==> src/rtl/line_fill_buffer.sv <==
// Assembles a 128-bit line from eight 16-bit beats fetched critical-word-first.
// A fill is accepted in IDLE. mem_read follows a cycle later, and line_valid comes one cycle after the last beat. Requests arriving while busy are dropped.
module line_fill_buffer #(
  parameter int BEATS  = 8,
  parameter int WORD_W = 16,
  localparam int LINE_W = BEATS * WORD_W,
  localparam int OFF_W  = $clog2(BEATS)
) (
  input  logic              clk,
  input  logic              rst_n,
  input  logic              fill_req,
  input  logic [15:0]       fill_addr,
  input  logic              fill_abort,
  output logic              fill_busy,
  output logic              mem_read,
  output logic [15:0]       mem_address,
  input  logic              mem_beat,
  input  logic [WORD_W-1:0] mem_rdata,
  output logic [WORD_W-1:0] crit_word,
  output logic              crit_valid,
  output logic [LINE_W-1:0] line_out,
  output logic              line_valid,
  output logic [14-OFF_W:0] line_tag
);

  typedef enum logic [1:0] {IDLE, FILL, DONE} state_t;

  localparam logic [OFF_W-1:0] LAST = OFF_W'(BEATS - 1);

  state_t           state_q, state_d;
  logic [OFF_W-1:0] count_q;
  logic [OFF_W-1:0] crit_off_q;
  logic [OFF_W-1:0] slot;
  logic             accept;
  logic             beat_wr;

  always_ff @(posedge clk or negedge rst_n) begin
    if (!rst_n) state_q <= IDLE;
    else        state_q <= state_d;
  end

  always_comb begin
    state_d    = state_q;
    accept     = 1'b0;
    beat_wr    = 1'b0;
    fill_busy  = 1'b0;
    mem_read   = 1'b0;
    line_valid = 1'b0;
    case (state_q)
      IDLE: begin
        if (fill_req) begin
          accept  = 1'b1;
          state_d = FILL;
        end
      end
      FILL: begin
        fill_busy = 1'b1;
        mem_read  = 1'b1;
        // The beat is still captured when an abort lands on the same cycle.
        beat_wr   = mem_beat;
        if (fill_abort)                        state_d = IDLE;
        else if (mem_beat && count_q == LAST)  state_d = DONE;
      end
      DONE: begin
        fill_busy  = 1'b1;
        line_valid = 1'b1;
        state_d    = IDLE;
      end
      default: state_d = IDLE;
    endcase
  end

  // Beats arrive in wrapped order starting at the critical word.
  assign slot = crit_off_q + count_q;

  always_ff @(posedge clk or negedge rst_n) begin
    if (!rst_n) begin
      count_q     <= '0;
      crit_off_q  <= '0;
      mem_address <= '0;
      line_tag    <= '0;
      crit_word   <= '0;
      crit_valid  <= 1'b0;
      line_out    <= '0;
    end else begin
      crit_valid <= beat_wr && (count_q == '0);
      if (accept) begin
        count_q     <= '0;
        crit_off_q  <= fill_addr[OFF_W:1];
        mem_address <= {fill_addr[15:1], 1'b0};
        line_tag    <= fill_addr[15:OFF_W+1];
      end
      if (beat_wr) begin
        line_out[slot*WORD_W +: WORD_W] <= mem_rdata;
        count_q <= count_q + 1'b1;
        if (count_q == '0) crit_word <= mem_rdata;
      end
    end
  end

endmodule

==> config.mk <==
export PLATFORM = sky130hd
export DESIGN_NAME = line_fill_buffer
export DESIGN_NICKNAME = d
export VERILOG_FILES = /design/src/rtl/line_fill_buffer.sv
export SDC_FILE = /design/constraint.sdc
export NUM_CORES = 1
export LEC_CHECK = 0
export ABC_CLOCK_PERIOD_IN_PS = 3300
export CAP_MARGIN = 30
export CORE_ASPECT_RATIO = 0.5
export CORE_MARGIN = 5
export CORE_UTILIZATION = 57
export CTS_CLUSTER_DIAMETER = 40
export DETAILED_ROUTE_END_ITERATION = 10
export DONT_BUFFER_PORTS = 1
export PLACE_DENSITY = 0.72
export SETUP_SLACK_MARGIN = 0.15
export SYNTH_ARGS = -nofsm -noshare
export SYNTH_HDL_FRONTEND = slang
export SYNTH_SLANG_ARGS = --single-unit
==> constraint.sdc <==
create_clock -name clk -period 3.3 [get_ports clk]
set_input_delay 0.33 -clock clk [delete_from_list [all_inputs] [get_ports clk]]
set_output_delay 0.33 -clock clk [all_outputs]
set_load 0.1 [all_outputs]
==> flow_summary_export.csv <==
group,metric,value,unit
finish,nNetsFinal,518,
logic_synthesis,syn-num-nets,517,
logic_synthesis,ys_seq_area_share,60.65,%
logic_synthesis,syn-instance-count,470,
finish,fin_util,64.71,%
detailed_routing,drt_first_iter_violations,175,
setup_path,slowest_delay,530,ps
clocking,cts_buffer_depth,2,
floorplan,rows,28,
grt,grt_max_degree,166,
place,place_congestion,0.7221,
setup_path,r2r_setup_slack,260,ps
grt,grt.overflow.total,0,
finish,layout-drive-gt1-share,44.63,%
clocking,clock_sinks,165,
grt,grt_pass1_vias,4082,
job,maxCapViolations,0,
detailed_routing,drc,0,
setup_path,crit_chain,"ha_4, fa_1, inv_2, ha_4, ha_4, or4b_4, nor4_4, buf_12, mux2_2",
grt,antenna_found_initial,0,
place,dpl.hpwl,11180,um
logic_synthesis,async_reset_ff_share,100.0,%
sta,holdWs,-383.5,ps
clocking,h-tree-depth,4,
detailed_routing,drtAntennaViolNets,0,
sta,fin_crit_sh,91.99,%
grt,gr-usage-all-layers,22.11,%
clocking,post-cts-setup-buffer-count,0,
setup_path,cp_data_required_time,3590,ps
floorplan,io_pins,213,
floorplan,fp.dieH,87.28,um
setup_path,crit_family,"adder cells",
setup_path,crit_fanout,12,
logic_synthesis,yosys_register_bits,165,
sta,fmaxAchievable,329.4,MHz
sta,worst_pin_slew,984.4,ps
setup_path,reg2reg_to,"line_out[9]$_DFFE_PN0P_",
logic_synthesis,synthFlopType,"dfrtp_1",
clocking,clk_pin_slew_worst_paths,60,ps
setup_path,r2r-start,"crit_off_q[0]$_DFFE_PN0P_",
floorplan,start_util,58.01,%
setup_path,setup.worst_path.start_class,"flop",
sta,skew,6.519,ps
clocking,cts_made_buffers,17,
clocking,clock_latency,410,ps
sta,grt_setup_unrepaired,"false",
grt,grt_pass1_wl,23980,um
logic_synthesis,syn_area,6808,sq um
setup_path,endpoint_kind,"flop",
sta,slew_headroom,34.53,%
clocking,cts_tree,"done",
sta,finalSetupViolCount,0,
logic_synthesis,yosysUniqueCellTypes,36,
sta,final.min_clock_period,3036,ps
outcome,violations,"hold timing",
detailed_routing,wl_per_cell,23.62,um
detailed_routing,wl,15330,um
finish,syn2layout_area_growth,11.56,%
floorplan,die_area,14360,sq um
setup_path,r2r_cells,9,
floorplan,core,11740,sq um
setup_path,crit_top_cell,"ha_4",
logic_synthesis,avgSynthCellArea,14.48,sq um
min_path,min_path_type,"in2async",
setup_path,cpMaxStageDelayCell,"fa_1",
setup_path,crit_type,"reg2reg",
floorplan,die_width,164.6,um
detailed_routing,vias,3696,
detailed_routing,via_per_inst,5.695,
logic_synthesis,yosys_warnings,0,
setup_path,cp_num_buf_inv,2,
place,portBuffers,0,
sta,hold_viol,165,
logic_synthesis,synth-edff-count,0,
sta,drv_slew,0,
setup_path,cp.arrival,3320,ps
clocking,clockRootBuffer,"clkbuf_16",
detailed_routing,drtPass1Iterations,4,
outcome,status,"finished with violations",
finish,antenna_cells,0,
-- repair_timing --
action / in CTS / in global routing
resized for setup: 0 / 0
endpoints found under the setup margin: 15 / 0
hold endpoints to repair: 165 / 165
-- synthesized netlist by cell type (2+ instances only) --
master      n  share of area [%]
dfrtp_1   165                 61
mux2_2    138                 23
inv_1      27                1.5
nand2_1    21                1.2
buf_4      19                2.1
and2_1     15                1.4
mux2i_1    15                2.2
clkbuf_1   11               0.61
ha_1        9                1.7
o21ai_0     9               0.66
buf_2       5               0.37
nand4_1     3               0.28
o31ai_1     3               0.33
a32o_1      2               0.29
and3_1      2               0.18
and3b_1     2               0.26
nand2b_1    2               0.18
nand4b_1    2               0.26
nor2_1      2               0.11
o211ai_2    2               0.37
-- layer usage --
layer	routed length [um]	track usage, %
met5	0	0
met4	210	7.019
met3	1443	8.416
met2	7897	38.77
met1	5777	25.41
-- cells in the final DEF, fill, tap and decap left out, drive strengths merged, types with 3 or more instances in the layout --
master    instances
and2             15
buf              18
clkbuf           20
clkinv            5
clkinvlp          3
dfrtp           165
ha                9
inv              31
mux2            138
mux2i            15
nand2            21
nand4             3
o21ai             9
o31ai             3
-- worst register-to-register path: stages, from the launching register on --
cell and delay [ps]:
dfrtp_4 490, ha_4 160, fa_1 530, inv_2 60
ha_4 160, ha_4 230, or4b_4 500, nor4_4 250
buf_12 190, mux2_2 350
-- logic make-up after synthesis --
logic type      count (synthesis)  synth area share, %
compound gates                 19                2.113
xor+xnor                        1               0.3675
fa+ha+maj                      10                1.948
buf+inv                        63                4.723
flops                         165                60.65
mux                           153                25.03
other cells                     1              0.05508
simple gates                   58                5.109
-- per-stage QoR --
stage	worst slack [ps]	std cells	instance area (sq um)	setup TNS (ps)	hold WS (ps)
after floorplan	-145.3	470	6867	-1421	34.41
final	264.3	649	7595	0	-383.5
after detailed placement	143.1	617	7034	0	37.86
after global placement	157.4	616	7019	0	38.34
after global routing	154.8	649	7595	0	-407.7
after CTS	247.9	649	7595	0	-401.8
-- cell type report --
type	instances	area, sq um
Clock buffer	20	466.7
Tap cell	165	206.4
Timing Repair Buffer	18	167.7
Fill cell	895	4141
Clock inverter	12	93.84
Sequential cell	165	4150
Inverter	27	101.3
Multi-Input combinational cell	242	2409
-- worst max-delay path by stage --
stage / start / end / slack [ps] / cells after the start
2_1_floorplan: crit_off_q[0]$_DFFE_PN0P_ / line_out[10]$_DFFE_PN0P_ / -150 / 10
3_3_place_gp: crit_off_q[0]$_DFFE_PN0P_ / line_out[4]$_DFFE_PN0P_ / 160 / 9
3_5_place_dp: count_q[0]$_DFFE_PN0P_ / line_out[2]$_DFFE_PN0P_ / 140 / 9
4_1_cts: crit_off_q[0]$_DFFE_PN0P_ / line_out[9]$_DFFE_PN0P_ / 250 / 9
5_1_grt: crit_off_q[0]$_DFFE_PN0P_ / line_out[2]$_DFFE_PN0P_ / 150 / 9
6_report: crit_off_q[0]$_DFFE_PN0P_ / line_out[9]$_DFFE_PN0P_ / 260 / 9
-- flip-flops by register name, summed over array words and instances (netlist names) --
name	cells
mem_address	1
line_tag	12
crit_word	16
state_q	2
count_q	3
crit_off_q	2
crit_valid	1
line_out	128
Power is left out: the tool's default activity adds up to more than one toggle a clock period on the data nets, which glitch-free logic cannot reach.
